`src/rtl/floor_req_conditioner.sv`:
```
// Debounces N_BTN bouncing floor buttons into one-cycle press pulses and a clean level.
// Press pulse appears DEBOUNCE_CYCLES+2 edges after the first high sample; no backpressure, outputs are free-running.
module floor_req_conditioner #(
    parameter int N_BTN           = 4,
    parameter int DEBOUNCE_CYCLES = 16
) (
    input  logic             clk,
    input  logic             rst_n,
    input  logic [N_BTN-1:0] btn_raw,
    output logic [N_BTN-1:0] floor_req,
    output logic [N_BTN-1:0] btn_level
);

    typedef enum logic [1:0] {
        IDLE      = 2'd0,
        ARMING    = 2'd1,
        HELD      = 2'd2,
        RELEASING = 2'd3
    } state_t;

    localparam logic [15:0] CNT_MAX = 16'(DEBOUNCE_CYCLES - 1);

    logic [N_BTN-1:0] s1;
    logic [N_BTN-1:0] s2;

    always_ff @(posedge clk or negedge rst_n) begin
        if (!rst_n) begin
            s1 <= '0;
            s2 <= '0;
        end else begin
            s1 <= btn_raw;
            s2 <= s1;
        end
    end

    for (genvar i = 0; i < N_BTN; i++) begin : g_btn
        state_t      state_q;
        state_t      state_d;
        logic [15:0] cnt_q;
        logic [15:0] cnt_d;
        logic        req_d;
        logic        req_q;
        logic        lvl_q;

        always_comb begin
            state_d = state_q;
            cnt_d   = cnt_q;
            req_d   = 1'b0;
            case (state_q)
                IDLE: begin
                    if (s2[i]) begin
                        state_d = ARMING;
                        cnt_d   = '0;
                    end
                end
                ARMING: begin
                    if (!s2[i]) begin
                        state_d = IDLE;
                        cnt_d   = '0;
                    end else if (cnt_q == CNT_MAX) begin
                        state_d = HELD;
                        req_d   = 1'b1;
                    end else begin
                        cnt_d = cnt_q + 16'd1;
                    end
                end
                HELD: begin
                    if (!s2[i]) begin
                        state_d = RELEASING;
                        cnt_d   = '0;
                    end
                end
                RELEASING: begin
                    // A high sample mid-release is bounce: the press is still in effect.
                    if (s2[i]) begin
                        state_d = HELD;
                        cnt_d   = '0;
                    end else if (cnt_q == CNT_MAX) begin
                        state_d = IDLE;
                    end else begin
                        cnt_d = cnt_q + 16'd1;
                    end
                end
                default: begin
                    state_d = IDLE;
                    cnt_d   = '0;
                end
            endcase
        end

        always_ff @(posedge clk or negedge rst_n) begin
            if (!rst_n) begin
                state_q <= IDLE;
                cnt_q   <= '0;
                req_q   <= 1'b0;
                lvl_q   <= 1'b0;
            end else begin
                state_q <= state_d;
                cnt_q   <= cnt_d;
                req_q   <= req_d;
                lvl_q   <= (state_d == HELD) || (state_d == RELEASING);
            end
        end

        assign floor_req[i] = req_q;
        assign btn_level[i] = lvl_q;
    end

endmodule

```
`config.mk`:
```
export PLATFORM = sky130hd
export DESIGN_NAME = floor_req_conditioner
export DESIGN_NICKNAME = d
export VERILOG_FILES = /design/src/rtl/floor_req_conditioner.sv
export SDC_FILE = /design/constraint.sdc
export NUM_CORES = 1
export LEC_CHECK = 0
export BUFFER_PORTS_ARGS = -buffer_cell sky130_fd_sc_hd__buf_4
export CELL_PAD_IN_SITES_DETAIL_PLACEMENT = 1
export CELL_PAD_IN_SITES_GLOBAL_PLACEMENT = 2
export CORE_ASPECT_RATIO = 1.5
export CORE_MARGIN = 2
export CORE_UTILIZATION = 37
export CTS_CLUSTER_SIZE = 14
export DETAILED_ROUTE_END_ITERATION = 16
export GPL_TIMING_DRIVEN = 0
export MAX_ROUTING_LAYER = met4
export PLACE_DENSITY = 0.82
export SYNTH_ARGS = -nofsm -noshare
export SYNTH_HDL_FRONTEND = slang
export SYNTH_SLANG_ARGS = --single-unit
```
`constraint.sdc`:
```
create_clock -name clk -period 2 [get_ports clk]
set_input_delay 0.4 -clock clk [delete_from_list [all_inputs] [get_ports clk]]
set_output_delay 0.4 -clock clk [all_outputs]
set_load 0.005 [all_outputs]
```
After elaboration in Yosys (flattened, before gate mapping)
Cells that the tools add are included.
{"block": "word_totals", "out_inout_bits": 8, "input_bits": 6, "ff_bits": 88}
{"block": "classes", "n_reduce_logical": 12, "n_addsub": 4, "eq_ne": 32, "n_mux": 64}
{"operator": "$mux W16", "n": 20}
{"operator": "$pmux W16 S4", "n": 4}
{"operator": "$add A16 B1 Y16 const B", "n": 4}
{"operator": "$eq A16 B4 Y1 const B", "n": 4}
{"operator": "$mux W2", "n": 24}
{"operator": "$eq A2 B2 Y1 const B", "n": 16}
{"operator": "$pmux W2 S4", "n": 4}
{"operator": "$ne A2 B2 Y1 const B", "n": 8}
{"operator": "$mux W1", "n": 12}
{"operator": "$eq A2 B1 Y1 const B", "n": 4}
{"operator": "$logic_not A2 Y1", "n": 4}
{"operator": "$reduce_and A2 Y1", "n": 4}
{"operator": "$logic_or A1 B1 Y1", "n": 4}

Logic depth before layout (Yosys ltp)
{"block": "logic_depth", "word_depth": 6, "mapped_depth": 7, "mapped_depth_nobuf": 5}

Worst setup path after synthesis
No wires, ideal clock.
{"block": "synth_path", "kind": "reg2reg", "startpoint": "register s2[3]", "endpoint": "register g_btn[3].cnt_q[15]", "setup_time_ps": 77, "t_arrival_ps": 1892, "synth_period_minus_slack_ps": 1969, "slack_ps": 31, "stages_incl_launch_ff": 6, "path_buffers": 1, "path_cell_list": "dfrtp_1 -> xnor2_1 -> or4_1 -> buf_2 -> or4_1 -> a21oi_1"}
{"block": "synth_between", "elab_chain_cells": 2, "word_cells_on_any_way": 6}
{"item": "start, declared", "line_no": "24", "rtl": "logic [N_BTN-1:0] s2;"}
{"item": "start signal, assigned", "line_no": "29", "rtl": "s2 <= '0;"}
{"item": "start signal, assigned", "line_no": "32", "rtl": "s2 <= s1;"}
{"item": "$mux W16, or another cell as far along", "line_no": "75", "rtl": "if (s2[i]) begin"}
{"item": "$pmux W16 S4 / $reduce_and A2 Y1 (equally long branches)"}
{"item": "end signal, assigned", "line_no": "99", "rtl": "cnt_q <= cnt_d;"}
{"item": "end, declared", "line_no": "39", "rtl": "logic [15:0] cnt_q;"}
Several ways; a longest one is shown, not always the timed one.
A chain may end at the register's enable or synchronous reset.

Final worst setup path
{"block": "layout_path", "startpoint": "register g_btn[2].cnt_q[5]", "endpoint": "register g_btn[2].lvl_q"}
{"block": "layout_between", "elab_chain_cells": 6, "word_cells_on_any_way": 9}
{"item": "start, declared", "line_no": "39"}
{"item": "start signal, assigned", "line_no": "99"}
{"item": "$eq A16 B4 Y1 (*)", "line_no": "60, 78"}
{"item": "$mux W2 (on tied branches)", "line_no": "78, 60"}
{"item": "$mux W2 (on tied branches)", "line_no": "75, 57"}
{"item": "$pmux W2 S4 (*)", "line_no": "49", "rtl": "case (state_q)"}
{"item": "via g_btn[2].state_d[1]", "line_no": "38", "rtl": "state_t state_d;"}
{"item": "$eq A2 B2 Y1", "line_no": "101", "rtl": "lvl_q <= (state_d == HELD) || (state_d == RELEASING);"}
{"item": "$logic_or A1 B1 Y1 (*)", "line_no": "101"}
{"item": "end signal, assigned", "line_no": "101"}
{"item": "end, declared", "line_no": "43", "rtl": "logic lvl_q;"}
The timed path passes the listed nets; every way through them passes the cells marked *.

==> results.md <==
- R2r endpoint: g_btn[2].lvl_q
- Final nets: 514
- Wl on met1: 5070 um
- Setup Skew: 6.84 ps
- Final Hold Fails: 0
- Yosys reg bits: 87
- Worst-Skew Late Latency: 340 ps
- Relative slew margins: 26.5%
- Crit. path cell count: 5
- Seq/Total Area, Yosys: 47.2%
- Worst Tran Pin Value: 1100 ps
- Synthesized area: 4610 um^2
- Worst min-delay path startpoint: btn_raw[2]
- Metal3 WL: 246 um
- Outcome: complete, no violations
- Sequential Power Share: 47.3%
- Port buffer count: 13
- Site Rows: 49
- R2R depth: 5
- Setup crit start kind: flip-flop
- Gate Count Post-Synth: 470
- RD Place Congestion: 0.771
- Number of global-route vias before repair: 3,953
- First-pass GRT wire length: 19,500 um
- Final Util: 45.1%
- I/O pins: 14
- Area grow syn2layout: 18.2%
- Hold crit path type: in -> reg
- Layout cells sized above 1: 18.5%
- Final Max Slew Viols: 0
- Gate power share: 5.0%
- Die height: 141 um
- Reg2reg start: g_btn[2].cnt_q[5]
- Top-area cell type share of the netlist area: 47.2%
- Number of flops mapped to enable cells by yosys: 0
- Fin crit share: 95.4%
- Synth unique cells: 52
- Crit path capture: g_btn[2].lvl_q
- WP buf/inv: 1
- Hpwl dp: 7570 um
- Final instance area: 5450 um^2
- Post-synth top area cell: dfrtp_1
- Hold buffers post-CTS: 0
- Placed instance area: 4900 um^2
- Setup TNS: 0 ps
- Syn. warnings: 0
- Max_cap viols: 0
- CTS Buf Count: 9
- Synth Flop Type: dfrtp_1
- ANT cells: 0
- CP arrival: 2140 ps
- WL/cell: 17.4 um
- RSZ-0062 raised after global routing: yes
- Drt first pass iters: 4
- Clock buffer depth: 2
- Die footprint: 13,400 um^2
- Switching Share: 23.5%
- Count leader, synth: dfrtp_1
- Crit path max-delay family: simple AND/OR/NAND/NOR gates
- DRT iter0 DRCs: 158
- Clock power share: 47.7%
- Cell-internal power: 0.00294 W
- Critical path fanouts, max: 5
- Final critical-path required period: 1910 ps
- Sink Count: 87
- Clk root buf: clkbuf_16
- Gr ovfl total: 0
- Top Layer Used: met4
- GRT Total Usage: 18.7%
- Critical Path End Type: flip-flop
- Sw power: 0.000900 W
- Pleak: 2.25 nW
- Die width: 95.1 um
- CTS tree: built
- Most frequent cells after synthesis: 87 x dfrtp_1, 41 x nand2_1, 31 x a21oi_1, 30 x nand3_1, 22 x nor2_1
- F_max: 524 MHz
- CP required: 2230 ps
- Number of remaining DRC errors: 0
- Synth area leaders: dfrtp_1 47%, a21oi_1 3.4%, nand2_1 3.3%, nand3_1 3.3%, or4_1 3.3%
- Initial antenna violation count: 0
- Power per cell area: 704 nW/um^2
- ANT nets after route: 0
- Largest stage delay, worst path: 610 ps
- Total core area: 12,100 um^2
- Critical path's slowest cell: or4_1
- Initial Util: 38.2%
- FF-to-FF setup slack: 90 ps
- Via density: 5.83
- Syn nets: 480
- Max VDD drop: 519 uV
- Met2 WL post-DR: 5990 um
- FFs w/ async S/R, synth: 100%
- Clk slew on worst S/H paths: 70 ps
- Largest net degree at the start of global routing: 88
- CP Launch Point: g_btn[2].cnt_q[5]
- Max H-tree Level: 3
- Worst path cell trace: or4_1 > nor4_4 > buf_4 > nand2_1 > mux2_2
- Post-Syn Area per Cell: 9.80 um^2
- # setup viols final: 0
- Setup CP Type: reg -> reg
- Pwr Total: 0.00384 W
- Via count: 3,861
- WL final: 11,500 um
==> kinds of logic (layout without fill, tap and decap cells) <==
family,Yosys count,count (layout),synth area share [%]
buffers and inverters,33,72,3.99
AOI/OAI and AO/OA,99,99,13.5
muxes,12,12,2.85
DFF,87,87,47.2
and+or+nand+nor,208,208,26.2
adders and majority gates,4,4,1.09
xor gates and xnor gates,27,27,5.13
==> layout by cell type (no fill, tap or decap), drive strengths merged, types with 15 or more instances in the layout <==
| cell | n |
|---|---|
| dfrtp | 87 |
| nand2 | 41 |
| buf | 35 |
| a21oi | 31 |
| nand3 | 30 |
| nor2 | 22 |
| clkbuf | 21 |
| or4 | 20 |
| o21ai | 19 |
| nor4 | 17 |
| nand4 | 15 |
| xnor2 | 15 |
==> per-stage QoR <==
| stage | setup WS [ps] | cells | hold WS [ps] |
|---|---|---|---|
| finish | 91.7 | 662 | 159 |
| global route | -19.4 | 662 | 147 |
| CTS | 0.175 | 659 | 152 |
| detailed placement | -450 | 636 | 338 |
| global placement | -394 | 636 | 338 |
| floorplan | 31.0 | 470 | 104 |
==> sequential cells by signal, indices dropped and copies added (netlist names) <==
| register | count |
|---|---|
| g_btn.cnt_q | 64 |
| g_btn.state_q | 7 |
| g_btn.lvl_q | 4 |
| g_btn.req_q | 4 |
| s1 | 4 |
| s2 | 4 |
==> routing by layer <==
metal	GRT usage [%]	vias up
met2	30.5	47
met4	7.32	0
met5	-	-
met3	2.94	16
met1	22.9	1959
li1	-	1839
==> power by group through the flow <==
stage               clock (W)  combinational, W  sequential (W)
detailed placement          0          0.000189         0.00184
floorplan                   0          0.000107         0.00184
global placement            0          0.000182         0.00184
finish                0.00183          0.000192         0.00182
CTS                   0.00187          0.000196         0.00181
global route          0.00193          0.000218         0.00182
==> timing repair <==
| action | CTS | global route |
|---|---|---|
| resized for setup | 15 | 26 |
| setup buffers | 8 | 5 |
| pin swaps | 6 | 8 |
| endpoints found under the setup margin | 25 | 36 |
==> worst min-delay path by stage <==
stage	endpoint	slack (ps)	cells after the start
3_5_place_dp	s2[2]	340	0
2_1_floorplan	g_btn[0].cnt_q[0]	100	0
5_1_grt	s1[2]	150	1
3_3_place_gp	s2[0]	340	0
6_report	s1[2]	160	1
4_1_cts	s1[2]	150	1
==> final cells by class <==
type | count | area (um^2)
buffer | 21 | 144
sequential | 87 | 2190
clock buffer | 10 | 229
inverter | 9 | 33.8
multi-input combinational | 350 | 2380
tap | 153 | 191
timing repair buffer | 26 | 195
clock inverter | 6 | 85.1
fill | 1348 | 6630
No activity file was read; power rests on OpenSTA's default activity.
